`config.mk`:
```
export PLATFORM = sky130hd
export DESIGN_NAME = am_scan_ctrl
export DESIGN_NICKNAME = d
export VERILOG_FILES = /design/src/rtl/am_scan_pkg.sv /design/src/rtl/am_energy_acc.sv /design/src/rtl/am_scan_ctrl.sv
export SDC_FILE = /design/constraint.sdc
export NUM_CORES = 1
export LEC_CHECK = 0
export CELL_PAD_IN_SITES_DETAIL_PLACEMENT = 0
export CELL_PAD_IN_SITES_GLOBAL_PLACEMENT = 2
export CORE_MARGIN = 2
export CORE_UTILIZATION = 35
export CTS_BUF_LIST = sky130_fd_sc_hd__clkbuf_4
export CTS_CLUSTER_DIAMETER = 80
export CTS_CLUSTER_SIZE = 8
export DETAILED_ROUTE_END_ITERATION = 16
export PLACE_DENSITY_LB_ADDON = 0.1
export SYNTH_ARGS = -nofsm -noshare
export SYNTH_HDL_FRONTEND = slang
export SYNTH_SLANG_ARGS = --single-unit
```
`constraint.sdc`:
```
create_clock -name clk -period 13.8 [get_ports clk]
set_input_delay 2.07 -clock clk [delete_from_list [all_inputs] [get_ports clk]]
set_output_delay 2.07 -clock clk [all_outputs]
set_load 0.05 [all_outputs]
```
`src/rtl/am_scan_pkg.sv`:
```
// Shared types and arithmetic helpers for the AM channel-scan sequencer.
// Helpers work on 64-bit containers, so every width must stay below 64.
package am_scan_pkg;

    typedef enum logic [2:0] {
        IDLE,
        SETTLE,
        DWELL,
        COMPARE,
        FINISH
    } scan_state_t;

    localparam int DEF_DEMOD_W   = 60;
    localparam int DEF_MAG_SHIFT = 24;
    localparam int DEF_MAG_W     = 32;
    localparam int DEF_ACC_W     = 48;
    localparam int DEF_CNT_W     = 16;

    function automatic logic [63:0] sat_add(input logic [63:0] a,
                                            input logic [63:0] b,
                                            input logic [63:0] max_val);
        logic [64:0] sum;
        logic [63:0] result;
        sum = {1'b0, a} + {1'b0, b};
        result = (sum > {1'b0, max_val}) ? max_val : sum[63:0];
        return result;
    endfunction

    // The magnitude is taken in 64 bits, so the most negative sample cannot wrap.
    function automatic logic [63:0] abs_shift_sat(input logic [63:0] x,
                                                  input int          shift,
                                                  input logic [63:0] max_val);
        logic [63:0] m;
        m = x[63] ? (~x + 64'd1) : x;
        m = m >> shift;
        return (m > max_val) ? max_val : m;
    endfunction

endpackage

```
`src/rtl/am_energy_acc.sv`:
```
// Demod strobe edge detector and saturating magnitude accumulator for one dwell window.
module am_energy_acc
    import am_scan_pkg::*;
#(
    parameter int DEMOD_W   = DEF_DEMOD_W,
    parameter int MAG_SHIFT = DEF_MAG_SHIFT,
    parameter int MAG_W     = DEF_MAG_W,
    parameter int ACC_W     = DEF_ACC_W,
    parameter int CNT_W     = DEF_CNT_W
) (
    input  logic               clk,
    input  logic               rst,
    input  logic               clear,
    input  logic               enable,
    input  logic [CNT_W-1:0]   dwell_target,
    input  logic [DEMOD_W-1:0] demod_out,
    input  logic               demod_clk,
    output logic [ACC_W-1:0]   acc,
    output logic               dwell_done
);

    localparam logic [63:0] MAG_MAX = (64'd1 << MAG_W) - 64'd1;
    localparam logic [63:0] ACC_MAX = (64'd1 << ACC_W) - 64'd1;
    localparam logic [CNT_W-1:0] CNT_ONE = CNT_W'(1);

    logic             strobe_q;
    logic [CNT_W-1:0] sample_cnt;
    logic             strobe_edge;
    logic [63:0]      sample_sext;
    logic [63:0]      mag;

    assign strobe_edge = demod_clk & ~strobe_q;
    assign sample_sext = {{(64-DEMOD_W){demod_out[DEMOD_W-1]}}, demod_out};
    assign mag         = abs_shift_sat(sample_sext, MAG_SHIFT, MAG_MAX);
    assign dwell_done  = (sample_cnt == dwell_target);

    // Samples beyond the dwell target are dropped until the FSM leaves DWELL.
    always_ff @(posedge clk or posedge rst) begin
        if (rst) begin
            strobe_q   <= 1'b0;
            sample_cnt <= '0;
            acc        <= '0;
        end else begin
            strobe_q <= demod_clk;
            if (clear) begin
                acc        <= '0;
                sample_cnt <= '0;
            end else if (enable && strobe_edge && !dwell_done) begin
                acc        <= ACC_W'(sat_add(64'(acc), mag, ACC_MAX));
                sample_cnt <= sample_cnt + CNT_ONE;
            end
        end
    end

endmodule

```
`src/rtl/am_scan_ctrl.sv`:
```
// Channel-scan sequencer: steps the LO phase increment across channels, measures
// demod energy at each one and parks the LO on the strongest channel.
module am_scan_ctrl
    import am_scan_pkg::*;
#(
    parameter int DEMOD_W   = DEF_DEMOD_W,
    parameter int MAG_SHIFT = DEF_MAG_SHIFT,
    parameter int MAG_W     = DEF_MAG_W,
    parameter int ACC_W     = DEF_ACC_W,
    parameter int CNT_W     = DEF_CNT_W
) (
    input  logic               clk,
    input  logic               rst,
    input  logic               start,
    input  logic               abort,
    input  logic [31:0]        cfg_phi_start,
    input  logic [31:0]        cfg_phi_step,
    input  logic [CNT_W-1:0]   cfg_num_ch,
    input  logic [CNT_W-1:0]   cfg_settle,
    input  logic [CNT_W-1:0]   cfg_dwell,
    input  logic [DEMOD_W-1:0] demod_out,
    input  logic               demod_clk,
    output logic [31:0]        phi_inc,
    output logic               busy,
    output logic               done,
    output logic [CNT_W-1:0]   best_idx,
    output logic [ACC_W-1:0]   best_energy
);

    localparam logic [CNT_W-1:0] CNT_ONE = CNT_W'(1);

    scan_state_t      state;
    logic [31:0]      phi_step_l;
    logic [31:0]      best_phi;
    logic [CNT_W-1:0] num_ch_l;
    logic [CNT_W-1:0] settle_l;
    logic [CNT_W-1:0] dwell_l;
    logic [CNT_W-1:0] ch;
    logic [CNT_W-1:0] settle_cnt;
    logic [ACC_W-1:0] acc;
    logic             dwell_done;
    logic             acc_clear;
    logic             acc_en;

    assign acc_clear = (state == SETTLE);
    assign acc_en    = (state == DWELL);

    am_energy_acc #(
        .DEMOD_W   (DEMOD_W),
        .MAG_SHIFT (MAG_SHIFT),
        .MAG_W     (MAG_W),
        .ACC_W     (ACC_W),
        .CNT_W     (CNT_W)
    ) u_energy_acc (
        .clk          (clk),
        .rst          (rst),
        .clear        (acc_clear),
        .enable       (acc_en),
        .dwell_target (dwell_l),
        .demod_out    (demod_out),
        .demod_clk    (demod_clk),
        .acc          (acc),
        .dwell_done   (dwell_done)
    );

    // best_phi tracks phi_inc of the best channel so far, which parks the LO without a multiplier.
    always_ff @(posedge clk or posedge rst) begin
        if (rst) begin
            state       <= IDLE;
            phi_inc     <= '0;
            busy        <= 1'b0;
            done        <= 1'b0;
            best_idx    <= '0;
            best_energy <= '0;
            best_phi    <= '0;
            phi_step_l  <= '0;
            num_ch_l    <= '0;
            settle_l    <= '0;
            dwell_l     <= '0;
            ch          <= '0;
            settle_cnt  <= '0;
        end else begin
            done <= 1'b0;
            if (abort) begin
                if (state != IDLE) begin
                    state <= IDLE;
                    busy  <= 1'b0;
                end
            end else begin
                case (state)
                    IDLE: begin
                        if (start) begin
                            phi_step_l  <= cfg_phi_step;
                            num_ch_l    <= (cfg_num_ch == '0) ? CNT_ONE : cfg_num_ch;
                            settle_l    <= cfg_settle;
                            dwell_l     <= (cfg_dwell == '0) ? CNT_ONE : cfg_dwell;
                            phi_inc     <= cfg_phi_start;
                            best_phi    <= cfg_phi_start;
                            best_idx    <= '0;
                            best_energy <= '0;
                            ch          <= '0;
                            settle_cnt  <= '0;
                            busy        <= 1'b1;
                            state       <= SETTLE;
                        end
                    end
                    SETTLE: begin
                        if (settle_cnt == settle_l) begin
                            state <= DWELL;
                        end else begin
                            settle_cnt <= settle_cnt + CNT_ONE;
                        end
                    end
                    DWELL: begin
                        if (dwell_done) begin
                            state <= COMPARE;
                        end
                    end
                    COMPARE: begin
                        if (acc > best_energy) begin
                            best_energy <= acc;
                            best_idx    <= ch;
                            best_phi    <= phi_inc;
                        end
                        if (ch == num_ch_l - CNT_ONE) begin
                            done  <= 1'b1;
                            state <= FINISH;
                        end else begin
                            ch         <= ch + CNT_ONE;
                            phi_inc    <= phi_inc + phi_step_l;
                            settle_cnt <= '0;
                            state      <= SETTLE;
                        end
                    end
                    FINISH: begin
                        phi_inc <= best_phi;
                        busy    <= 1'b0;
                        state   <= IDLE;
                    end
                    default: begin
                        state <= IDLE;
                    end
                endcase
            end
        end
    end

endmodule
```
==> out/qor.csv, run 1 <==
metric;value;unit
total number of vias;17700;
RSZ-0062 raised after global routing;no;
Worst R2R Start;num_ch_l[0]$_DFFE_PP0P_;
critical path fanouts, max;32;
Core ar.;0.0565;mm^2
CTS tree;built;
final period utilization;63.3;%
final setup violating endpoints;0;
Worst Setup Path Type;input pin to flip-flop;
chip width;243;um
Final Max Slew Viols;0;
gr usage total;20.8;%
Synthesis Warnings;0;
global-route wire length before repair;99.0;mm
CP Buf/Inv Count;4;
mean post-synth cell area;8.49;um^2
Critical Path RT;14.50;ns
status;complete, no violations;
CTS H-tree depth;2;
Setup Fix Bufs, Post-CTS;0;
Post-synth EDFFs;0;
Commonest cells post-synth;520 x nand2_1, 310 x dfrtp_1, 172 x o21ai_0, 153 x a21oi_1, 128 x nor2_1;
post-CTS sizing;0;
Clock Path Buffers;3;
share of layout cells above drive strength 1;5.24;%
Post-Layout Cell Count;3356;
initial antenna violation count;4;
delay-heaviest family, CP;simple AND/OR/NAND/NOR gates;
DR vias/cell;5.27;
Layout Skew;0.0611;ns
hold_ws;0.488;ns
Post-CTS Hold Fix Bufs;0;
largest net degree at the start of global routing;110;
clk sink count;310;
Async SR Flop Fraction;100;%
clock root cell;clkbuf_4;
Layout fillers;5712;
relative slew slack;28.1;%
hpwl dp;45.4;mm
predominant post-synthesis flop cell;dfrtp_1;
most numerous cell in the Yosys netlist;nand2_1;
Num CTS Buffers;45;
DRT Wirelength;62.5;mm
Chip Height;243;um
cell taking the most area after synthesis;dfrtp_1;
worst hold path stage count;2;
Worst Path Arrival;9.43;ns
Most common cell on crit path;buf_4;
vias in the first global route;17600;
Power, Total;4.75;mW
clock-pin slew on the worst setup and hold paths;0.10;ns
CP startpoint kind;input pin;
final hold vios;0;
max cap viols;0;
Post-Syn Instances;2363;
P per Cell Area;199;mW/mm^2
routed len/inst;18.6;um
multi-input combinational cell area;0.0116;mm^2
Post-route DRC;0;
Period minus WS final;8.73;ns
# IOs;275;
Nets;2900;
FP Rows;87;
synth unique cells;70;
Cell Area, Synth;0.0201;mm^2
Iteration-0 DRC Markers;782;
Pleak;11.0;nW
synth top area cells;dfrtp_1 39%, nand2_1 9.7%, ha_1 7.9%;
reg-to-reg endpoint;phi_inc[25]$_DFFE_PP0P_;
Die ar.;0.0592;mm^2
total grt overflow;0;
Initial Util;35.5;%
hold crit path type;flip-flop to flip-flop;
sequential fraction of the synthesis area;38.7;%
Yosys top cell area share;38.7;%
clock latency on the worst-skew pair;0.80;ns
Synth Register Bits;310;
area grow syn2layout;19.2;%
dpl cells;3303;
register area;0.00776;mm^2
peak supply drop;0.0777;mV
DRT Pass-1 Iters;5;
hold worst-path end;phi_step_l[0]$_DFFE_PP0P_;
Max Freq;114;MHz
nature of the critical path endpoint;flip-flop;
GPL Wtd Cong;0.859;
R2R Setup Slk;9.39;ns
DRT antenna net count;0;
TNS Setup;0;ns
min-delay src;phi_step_l[0]$_DFFE_PP0P_;
R2R depth;12;
slew at the pin closest to its max-slew limit;1.08;ns
Slowest cell on crit path;nor2_1;
IO Port Bufs;274;
crit-path max cell delay;0.81;ns
## stage by stage
stage | setup slack (ns) | util [%] | instance area [um^2]
final | 5.07 | 42.3 | 23900
after global routing | 4.30 | 42.3 | 23900
after CTS | 5.02 | 42.3 | 23900
after detailed placement | 4.17 | 41.7 | 23500
after global placement | 4.37 | 41.7 | 23500
after floorplan | 3.16 | - | 20100
## area by class of cell
type	count	area share, %
Inverter	83	1.33
Antenna cell	3	0.0314
Clock buffer	47	1.48
Clock inverter	3	0.0785
Timing Repair Buffer	297	12.2
Multi-Input combinational cell	1857	48.5
Sequential cell	310	32.4
Tap cell	756	3.96
## worst register-to-register path: cells and delay by family, from the launching register on
family / cells / cell delay [ns]
AND/OR/NAND/NOR: 5 / 1.66
adder cells (fa/ha/maj): 1 / 0.25
buffers and inverters: 2 / 0.69
XOR/XNOR: 1 / 0.11
AO/OA/AOI/OAI: 3 / 1.15
flip-flops: 1 / 0.43
## power by group
part           internal, mW  switching (mW)
Combinational          1.15            1.65
Clock                 0.158           0.345
Sequential             1.17           0.272
## how the worst max path moves through the flow
stage | from | end | cells past startpoint
finish | demod_out[6] | u_energy_acc.acc[23]$_DFFE_PP0P_ | 26
global route | demod_out[23] | u_energy_acc.acc[43]$_DFFE_PP0P_ | 25
CTS | demod_out[6] | u_energy_acc.acc[7]$_DFFE_PP0P_ | 26
detailed placement | demod_out[6] | u_energy_acc.acc[23]$_DFFE_PP0P_ | 26
global placement | demod_out[6] | u_energy_acc.acc[17]$_DFFE_PP0P_ | 26
floorplan | rst | best_energy[0]$_DFFE_PP0P_ | 1
## sequential cells by signal, summed over array words and instances (netlist names)
register,cells
best_energy,48
best_idx,16
best_phi,32
busy,1
ch,16
done,1
dwell_l,16
num_ch_l,16
phi_inc,32
phi_step_l,32
settle_cnt,16
settle_l,16
state,3
u_energy_acc.acc,48
u_energy_acc.sample_cnt,16
u_energy_acc.strobe_q,1
## metal layers
layer / GRT usage, % / vias up / wire [um]
met5: 0 / - / 0
met4: 5.43 / 0 / 1280
met3: 2.80 / 80 / 2450
met2: 33.8 / 356 / 28800
met1: 29.1 / 8467 / 29900
li1: - / 8771 / -
## cells in the final DEF (no fill, tap or decap), types with 13 or more instances in the layout
cell and count:
dfrtp_1 310, or3_1 18, o21ai_0 172, nor2b_1 15
nor3_1 35, xor2_1 104, o21a_1 13, clkbuf_4 47
nand2b_1 14, nand3_1 40, clkdlybuf4s50_1 274, buf_4 23
nand4_1 43, mux2i_1 27, inv_1 82, mux2_2 34
and2_1 18, a31oi_1 14, o41ai_1 42, a21o_1 57
ha_1 127, nand2_1 518, xnor2_1 72, a221oi_1 20
and3_1 17, a21oi_1 151, o31ai_1 19, nor4_1 23
nor2_1 125, a211oi_1 13
## cells by family (layout without fill, tap and decap cells)
group / Yosys count / count (layout) / synth area share [%]
AO/OA/AOI/OAI: 576 / 576 / 18.2
multiplexers: 61 / 61 / 3.26
buffers and inverters: 203 / 430 / 4.00
flip-flops: 310 / 310 / 38.7
AND/OR/NAND/NOR: 907 / 907 / 20.0
XOR/XNOR: 176 / 176 / 7.69
adder cells (fa/ha/maj): 129 / 129 / 8.12
other: 1 / 11 / 0.0187
Note: power is estimated with default switching activity, not from simulation.
==> run 2, diff against run 1 <==
Settings changed: CORE_UTILIZATION 35 to 31.
Clock period 13.8 ns to 7.5 ns, I/O delays scaled along.
==> run 2 against run 1 <==
Net effect: clock power increased by 100%; via count increased by 1.3%; utilization decreased by 4.4 points; count of clock-buffer cells in the layout unchanged; largest cell class unchanged.
==> out/qor.csv, run 2 (same netlist as run 1, synthesis figures left out) <==
metric;value;unit
met1 wire length;31.2;mm
global-route wire length before repair;103;mm
min-delay src;phi_step_l[9]$_DFFE_PP0P_;
R2R depth;9;
hpwl dp;47.7;mm
most frequent cells in the layout;518 x nand2_1, 310 x dfrtp_1, 274 x clkdlybuf4s50_1;
gr usage total;19.5;%
CP startpoint kind;input pin;
Final Max Slew Viols;0;
CTS H-tree depth;2;
relative slew slack;28.9;%
IO Port Bufs;274;
clk sink count;310;
post-CTS sizing;0;
Core ar.;0.0642;mm^2
Nets;2936;
top flop regs;best_energy x48, u_energy_acc.acc x48;
DR vias/cell;5.13;
Final Cell Area;0.0244;mm^2
final hold vios;0;
Top Metal Used;met4;
status;complete, no violations;
DRT Wirelength;65.7;mm
P per Cell Area;370;mW/mm^2
Die ar.;0.0667;mm^2
Util after Layout;38.0;%
vias in the first global route;18000;
crit-path max cell delay;0.54;ns
Period minus WS final;6.64;ns
Iteration-0 DRC Markers;933;
Layout Skew;0.0795;ns
max cap viols;0;
FP Rows;93;
R2R Setup Slk;2.91;ns
Chip Height;258;um
Pleak;11.2;nW
Critical Path Stages;28;
final setup violating endpoints;0;
final period utilization;88.5;%
routed len/inst;18.8;um
Setup Fix Bufs, Post-CTS;0;
total grt overflow;0;
GPL Wtd Cong;0.837;
TNS Setup;0;ns
chip width;258;um
total number of vias;17900;
critical path fanouts, max;7;
nature of the critical path endpoint;flip-flop;
worst setup path endpoint;u_energy_acc.acc[44]$_DFFE_PP0P_;
DR WL met3;2.45;mm
CTS tree;built;
reg-to-reg endpoint;best_energy[0]$_DFFE_PP0P_;
clock-pin slew on the worst setup and hold paths;0.10;ns
Slowest cell on crit path;or4_1;
hold crit path type;flip-flop to flip-flop;
slew at the pin closest to its max-slew limit;1.06;ns
Worst R2R Start;u_energy_acc.acc[46]$_DFFE_PP0P_;
# IOs;275;
share of layout cells above drive strength 1;6.57;%
area post-placement;0.0240;mm^2
Num CTS Buffers;45;
Initial Util;31.2;%
metal2 WL;30.4;mm
Clock Path Buffers;3;
Post-CTS Hold Fix Bufs;0;
RSZ-0062 raised after global routing;no;
largest net degree at the start of global routing;164;
area grow syn2layout;21.6;%
commonest non-fill, non-tap cell in the layout;nand2_1;
peak supply drop;0.143;mV
CP Buf/Inv Count;6;
DRT antenna net count;0;
clock root cell;clkbuf_4;
Critical Path RT;8.19;ns
DRT Pass-1 Iters;5;
clock latency on the worst-skew pair;0.82;ns
Post-route DRC;0;
Worst Setup Path Type;input pin to flip-flop;
Max Freq;151;MHz
initial antenna violation count;3;
Worst Path Arrival;7.33;ns
Most common cell on crit path;buf_4;
delay-heaviest family, CP;simple AND/OR/NAND/NOR gates;
Power, Total;9.02;mW
Worst setup startpoint;demod_out[23];
==> run 2: cell types whose count changed in the layout (fill, tap and decap cells not counted) <==
cell / delta
buf_4: +34
buf_12: +2
bufinv_16: +2
clkinv_1: +1
clkinv_2: +1
diode_2: -1
inv_2: -1
inv_8: -1
==> run 2: where the power goes <==
group | switching (mW) | total (mW) | internal (mW)
logic | 3.07 | 5.35 | 2.28
clock network | 0.649 | 1.01 | 0.359
registers | 0.521 | 2.67 | 2.15
==> run 2: area by class of cell <==
cell class              count  area [um^2]
diodes                      2         5.00
clock inverters             5         76.3
inverters                  83          315
clock buffers              47          353
fillers                  6645        39800
well taps                 855         1070
repair buffers            333         3210
flip-flops and latches    310         7760
multi-input cells        1857        11600
==> run 2: per-stage QoR <==
stage	instances	hold WS, ns	setup WS (ns)
global placement	3438	0.466	-0.0762
CTS	3490	0.496	0.813
finish	3492	0.490	0.865
detailed placement	3438	0.471	-0.0964
global route	3492	0.515	0.355
floorplan	2370	0.450	0.940
==> run 2: worst min-delay path by stage <==
stage / to / slack [ns] / cells past startpoint
after floorplan: phi_step_l[0]$_DFFE_PP0P_ / 0.45 / 2
after global placement: phi_step_l[30]$_DFFE_PP0P_ / 0.47 / 2
after detailed placement: phi_step_l[9]$_DFFE_PP0P_ / 0.47 / 2
after CTS: phi_step_l[9]$_DFFE_PP0P_ / 0.50 / 2
after global routing: phi_step_l[21]$_DFFE_PP0P_ / 0.51 / 2
final: phi_step_l[9]$_DFFE_PP0P_ / 0.49 / 2
==> run 2: worst register-to-register path: stages (launching register included) <==
cell and delay, ns:
dfrtp_1 0.48, ha_1 0.33, nand4_1 0.15, nor4_1 0.57
nand2_1 0.26, o21ai_0 0.77, a21oi_4 0.32, buf_4 0.41
nor2_4 0.89, mux2i_1 0.28
==> run 2: per-layer routing <==
metal,vias to the layer above,track usage (%)
met1,8614,26.6
met3,84,2.30
met2,370,32.3
met4,0,5.96
met5,-,0
li1,8838,-
